[config.mk]
export PLATFORM = sky130hd
export DESIGN_NAME = serial_adder
export DESIGN_NICKNAME = d
export VERILOG_FILES = /design/src/rtl/serial_adder.sv
export SDC_FILE = /design/constraint.sdc
export NUM_CORES = 1
export LEC_CHECK = 0
export BUFFER_PORTS_ARGS = -buffer_cell sky130_fd_sc_hd__buf_2
export CAP_MARGIN = 20
export CORE_AREA = 10 10 64 71
export CTS_CLUSTER_DIAMETER = 60
export DETAILED_ROUTE_END_ITERATION = 16
export DIE_AREA = 0 0 74 81
export PLACE_DENSITY_LB_ADDON = 0.08
export SYNTH_ARGS = -nofsm -noshare
export SYNTH_HDL_FRONTEND = slang
export SYNTH_SLANG_ARGS = --single-unit
[constraint.sdc]
create_clock -name clk -period 1.75 [get_ports clk]
set_input_delay 0.175 -clock clk [delete_from_list [all_inputs] [get_ports clk]]
set_output_delay 0.175 -clock clk [all_outputs]
set_load 0.05 [all_outputs]
[src/rtl/serial_adder.sv]
// Bit-serial adder: one full-adder cell plus a carry flop, LSB first,
// one bit per clock, with a registered result and a one-cycle done pulse.

module serial_adder_fa (
  input  logic x,
  input  logic y,
  input  logic ci,
  output logic s,
  output logic co
);
  assign s  = x ^ y ^ ci;
  assign co = (x & y) | (ci & (x ^ y));
endmodule

module serial_adder #(
  parameter int WIDTH = 8
) (
  input  logic             clk,
  input  logic             rst_n,
  input  logic             start,
  input  logic [WIDTH-1:0] a,
  input  logic [WIDTH-1:0] b,
  input  logic             cin,
  output logic             busy,
  output logic             done,
  output logic [WIDTH-1:0] sum,
  output logic             cout
);
  localparam int CW = $clog2(WIDTH);

  typedef enum logic [1:0] {S_IDLE, S_RUN, S_DONE} state_t;

  state_t           state, state_n;
  logic [WIDTH-1:0] op_a, op_b, psum, psum_n;
  logic             carry;
  logic [CW-1:0]    cnt;
  logic             s, c, last;

  serial_adder_fa u_fa (
    .x  (op_a[0]),
    .y  (op_b[0]),
    .ci (carry),
    .s  (s),
    .co (c)
  );

  // new bit enters at the MSB so the LSB lands at bit 0 after WIDTH shifts
  assign psum_n = WIDTH'({s, psum} >> 1);
  assign last   = (cnt == CW'(WIDTH - 1));
  assign busy   = (state != S_IDLE);

  always_comb begin
    state_n = state;
    case (state)
      S_IDLE:  if (start) state_n = S_RUN;
      S_RUN:   if (last)  state_n = S_DONE;
      S_DONE:  state_n = S_IDLE;
      default: state_n = S_IDLE;
    endcase
  end

  always_ff @(posedge clk) begin
    if (!rst_n) begin
      state <= S_IDLE;
      op_a  <= '0;
      op_b  <= '0;
      psum  <= '0;
      carry <= 1'b0;
      cnt   <= '0;
      sum   <= '0;
      cout  <= 1'b0;
      done  <= 1'b0;
    end else begin
      state <= state_n;
      done  <= 1'b0;
      case (state)
        S_IDLE: begin
          if (start) begin
            op_a  <= a;
            op_b  <= b;
            carry <= cin;
            cnt   <= '0;
          end
        end
        S_RUN: begin
          op_a  <= op_a >> 1;
          op_b  <= op_b >> 1;
          psum  <= psum_n;
          carry <= c;
          cnt   <= cnt + 1'b1;
          if (last) begin
            sum  <= psum_n;
            cout <= c;
            done <= 1'b1;
          end
        end
        default: ;
      endcase
    end
  end
endmodule

# ---- Word level (Yosys, flattened, before mapping)
# Cells that the tools add are included.
dict set report op_classes {
  n_eq_ne 4
  addsub 1
  reduce_logical 7
  muxes 12
  n_bitwise 5
}
# cell n
set ops {}
lappend ops {{one-hot mux 8 bit (2 select lines)} 2}
lappend ops {{2-to-1 mux 8 bit} 2}
lappend ops {{AND reduction 2 bit} 4}
lappend ops {{one-hot mux 3 bit (2 select lines)} 1}
lappend ops {{2-to-1 mux 2 bit} 2}
lappend ops {{!= test 2 bit (second input constant)} 2}
lappend ops {{one-hot mux 2 bit (2 select lines)} 1}
lappend ops {{nonzero test 2 bit} 2}
lappend ops {{adder 3 x 1 -> 3 bit (second input constant)} 1}
lappend ops {{== test 3 bit (second input constant)} 1}
lappend ops {{2-to-1 mux 3 bit} 1}
lappend ops {{AND 1 bit} 2}
lappend ops {{== test 2 x 1 -> 1 bit (second input constant)} 1}
lappend ops {{logical NOT 2 bit} 1}
lappend ops {{2-to-1 mux 1 bit} 2}
lappend ops {{one-hot mux 1 bit (2 select lines)} 1}
lappend ops {{bitwise XOR 1 bit} 2}
lappend ops {{OR 1 bit} 1}
dict set report word_totals {
  register_bits 40
  word_cells 38
  out_inout_bits 11
}

# ---- Logic depth before layout (Yosys ltp)
dict set report logic_depth {
  depth_word 4
  mapped_depth 6
  depth_no_buf 5
}

# ---- Cells and area by module
# From an unflattened synthesis, not the netlist that was laid out.
dict set report unflattened {
  hier_cells 172
  hier_area_um2 1640.3
}
# mod area_each_um2 seq_area_each_um2 cells_each instances
set by_module_without_submodules {}
lappend by_module_without_submodules {serial_adder 1620.3 780.7 171 1}
lappend by_module_without_submodules {serial_adder_fa 20.0 0.0 1 1}

# ---- Worst setup path after synthesis
# Ideal clock, no wire load.
dict set report synth_path {
  path_kind {register -> register}
  from {reg state[0]}
  to {reg carry}
  path_buffers 3
  t_arrival_ns 1.225
  path_stages_with_launch 7
  period_less_slack_ns 1.342
  path_slack_ns 0.408
  setup_ns 0.117
  required_time_ns 1.633
  cell_sequence {dfxtp_1 -> buf_6 -> or3b_1 -> buf_6 -> buf_12 -> o221ai_2 -> nor2_1}
}
dict set report synth_between {
  elab_chain_len 3
  elab_cells_between_ends 6
  cone_classes {eq/ne (2); mux (1); reduce/logical (3)}
}
# item line_no
set synth_lines {}
lappend synth_lines {{start: declaration} 33} ;# state_t state, state_n;
lappend synth_lines {{start signal: assignment} 74} ;# state <= state_n;
lappend synth_lines {{== test 2 x 1 -> 1 bit / logical NOT 2 bit (equally long branches)} 76} ;# case (state)
lappend synth_lines {{nonzero test 2 bit (no line) / != test 2 bit (equally long branches)} -}
lappend synth_lines {{AND reduction 2 bit (no line)} -}
lappend synth_lines {{end signal: assignment} 81} ;# carry <= cin;
lappend synth_lines {{end: declaration} 35} ;# logic carry;
# Several ways; a longest one is shown, not always the timed one.
# A chain may end at the register's enable or synchronous reset.

# ---- Worst setup path after layout
dict set report layout_path {
  from {reg state[1]}
  to {out busy}
}
dict set report layout_between {
  elab_chain_len 1
}
# item line_no
set layout_lines {}
lappend layout_lines {{nonzero test 2 bit} 50} ;# assign busy = (state != S_IDLE);
lappend layout_lines {{end: declaration} 24} ;# output logic busy,
# Every way passes these cells.

==> impl_metrics.py <==
metrics = {
    "outcome": {
        "outcome": "finished clean",
    },
    "global_route": {
        "antenna_found_initial": 0,
        "grt_max_degree": 24,
        "grt-ovfl-total": 0,
        "grt_pass1_vias": 1291,
        "grt_util_all_layers": 0.1178,
        "grt_pass1_wl_um": 5692,
    },
    "clock_network": {
        "cts_tree": "built",
        "cts_root_buf": "clkbuf_4",
        "cts-resized-gates": 0,
        "clock_latency_ns": 0.34,
        "cts_num_sinks": 39,
        "clkTransAtPathRegs_ns": 0.11,
        "cts_max_path_buffers": 2,
        "hold_buffers": 0,
        "post_cts_buffers": 0,
        "cts-buffers-inserted": 5,
        "h-tree-depth": 2,
    },
    "finish": {
        "drive_above_1_share": 0.2772,
        "final_cell_mix": "dfxtp_1, nor2_1, buf_2, nand2_1, a21boi_0",
        "fin_area_um2": 1876,
        "final_cells": 238,
        "utilization": 0.5824,
        "diodes": 0,
        "area_growth_pct": 14.34,
        "nets": 224,
        "final_common_cell": "dfxtp_1",
    },
    "critical_path": {
        "rrSetupSlack_ns": 0.34,
        "worstPathCellList": "or2_2, buf_2",
        "worstSetupEndpointType": "output pin",
        "cp.required_ns": 1.57,
        "crit_arrival_ns": 1.25,
        "crit_buf_inv": 1,
        "slowest_stage": "dfxtp_1",
        "start_kind": "flip-flop",
        "cpPeakStageDelay_ns": 0.39,
        "criticalPathCategory": "reg -> out",
        "cp_max_fo": 9,
        "path_delay_family": "flip-flops",
    },
    "power": {
        "p_seq_frac": 0.539,
        "clkPwrFrac": 0.355,
        "sw_frac_of_total": 0.2396,
        "p_leak_nw": 0.7556,
        "p_comb_frac": 0.106,
        "p_switching_uw": 425.6,
        "intPower_mw": 1.351,
        "total_power_mw": 1.776,
        "power_density_nw_per_um2": 947.2,
        "ir_drop_mv": 0.6088,
    },
    "routing": {
        "drtAntennaViolNets": 0,
        "routed.top_layer": "met4",
        "dr.pass1.iters": 4,
        "drt_iter0_drc": 52,
        "wl_met2_um": 1579,
        "met1_length_um": 1436,
        "drt-wirelength-per-cell_um": 13.84,
        "vias": 1300,
        "routed_wl_um": 3295,
        "route.detailed.drc": 0,
        "viasPerCell": 5.462,
        "dr_wl_met3_um": 231,
    },
    "synth": {
        "synth_cells": 172,
        "yosysWarningCount": 0,
        "synth-seq-cells": 39,
        "syn_area_um2": 1640,
        "ys_seq_area_frac": 0.4760,
        "synth_cell_types": 27,
        "syn_nets": 195,
        "avgSynthCellArea_um2": 9.537,
    },
    "sta": {
        "worst_slack_ns": 0.3266,
        "final-setup-viol-count": 0,
        "min_period_ns": 1.423,
        "relSlewSlack": 0.6838,
        "drv_slew": 0,
        "grt_setup_unrepaired": "no",
        "tightest_slew_ns": 0.4744,
        "hold_violations": 0,
        "fmax_ghz": 0.7025,
        "hold_slack_ns": 0.1044,
        "skew_ns": 0.009024,
        "fin_setup_tns_ns": 0,
        "finalCritPeriodShare": 0.8134,
    },
    "place": {
        "gp_congestion": 0.7582,
        "pre_cts_ws_ns": 0.3323,
        "dp_cells": 230,
        "io_buffers": 30,
        "dpl_cell_area_um2": 1789,
        "hpwl_um": 2345,
    },
    "floorplanning": {
        "die_w_um": 74,
        "die_h_um": 81,
        "io_pins": 31,
        "initial_core_util": 0.5093,
        "fp.coreArea_um2": 3221,
        "dieArea_um2": 5994,
        "row_count": 22,
    },
    "run": {
        "max_cap_violations": 0,
    },
    "min_path": {
        "hp-class": "in -> reg",
    },
}
## registers in the layout, indices dropped and copies added (netlist names)
name / cells
carry: 1
op_a: 8
psum: 7
cnt: 3
done: 1
op_b: 8
state: 2
sum: 8
cout: 1
## final cells by class
type / count / area [µm²]
clock buffers: 6 / 51.30
clock inverters: 2 / 35.03
fillers: 324 / 1345
inverters: 1 / 3.754
multi-input cells: 118 / 764.5
flip-flops and latches: 39 / 780.7
well taps: 36 / 45.04
repair buffers: 36 / 195.2
## per-layer routing
metal / global-route usage / up-vias
met3: 0.05366 / 6
li1: - / 661
met2: 0.1920 / 28
met4: 0.04478 / 0
met1: 0.1313 / 605
met5: 0 / -
## power groups by stage
stage / sequential [mW] / clock [mW] / combinational (mW)
2_1_floorplan: 0.970 / 0 / 0.152
3_3_place_gp: 0.977 / 0 / 0.184
5_1_grt: 0.964 / 0.695 / 0.212
6_report: 0.958 / 0.630 / 0.188
4_1_cts: 0.959 / 0.649 / 0.191
3_5_place_dp: 0.979 / 0 / 0.190
## synth_stat cells (all sizes together)
| library cell | number | area, µm² |
|---|---|---|
| mux2i | 2 | 20.02 |
| nand2 | 23 | 86.33 |
| ha | 2 | 25.02 |
| and3 | 2 | 12.51 |
| nor3b | 2 | 15.01 |
| nor2 | 30 | 112.6 |
| a21boi | 16 | 120.1 |
| nor2b | 5 | 31.28 |
| a22oi | 4 | 30.03 |
| nand3 | 9 | 45.04 |
| or3b | 1 | 8.760 |
| o221ai | 15 | 193.9 |
| fa | 1 | 20.02 |
| and2 | 1 | 6.260 |
| nand3b | 1 | 7.510 |
| nand2b | 1 | 6.260 |
| o21ba | 1 | 10.01 |
| dfxtp | 39 | 780.8 |
| buf | 10 | 76.32 |
| or2 | 1 | 6.260 |
| clkbuf | 4 | 15.01 |
| inv | 1 | 3.750 |
| o21bai | 1 | 7.510 |
## kinds of logic (layout without fill, tap and decap cells)
kind of cell               count (synthesis)  count (layout)  share of synthesized area
muxes                                      2               2                    0.01220
adders and majority gates                  3               3                    0.02746
and+or+nand+nor                           76              76                     0.2060
AOI/OAI and AO/OA                         37              37                     0.2204
buffers and inverters                     15              45                    0.05796
DFF                                       39              39                     0.4760
## worst reg2reg max path, stage by stage (launching register included)
cell      delay, ns
dfxtp_1        0.39
or3b_1         0.40
buf_4          0.22
o221ai_1       0.24
nor2_1         0.07
## final timing paths
kind / to / cells after the start / start
min reg2reg: cout$_SDFFE_PN0P_ / 2 / cout$_SDFFE_PN0P_
min: op_b[7]$_SDFFE_PN0P_ / 3 / b[7]
max: busy / 2 / state[1]$_SDFFE_PN0P_
max reg2reg: op_b[0]$_SDFFE_PN0P_ / 4 / state[1]$_SDFFE_PN0P_
Power figures use the tool's default switching activity.
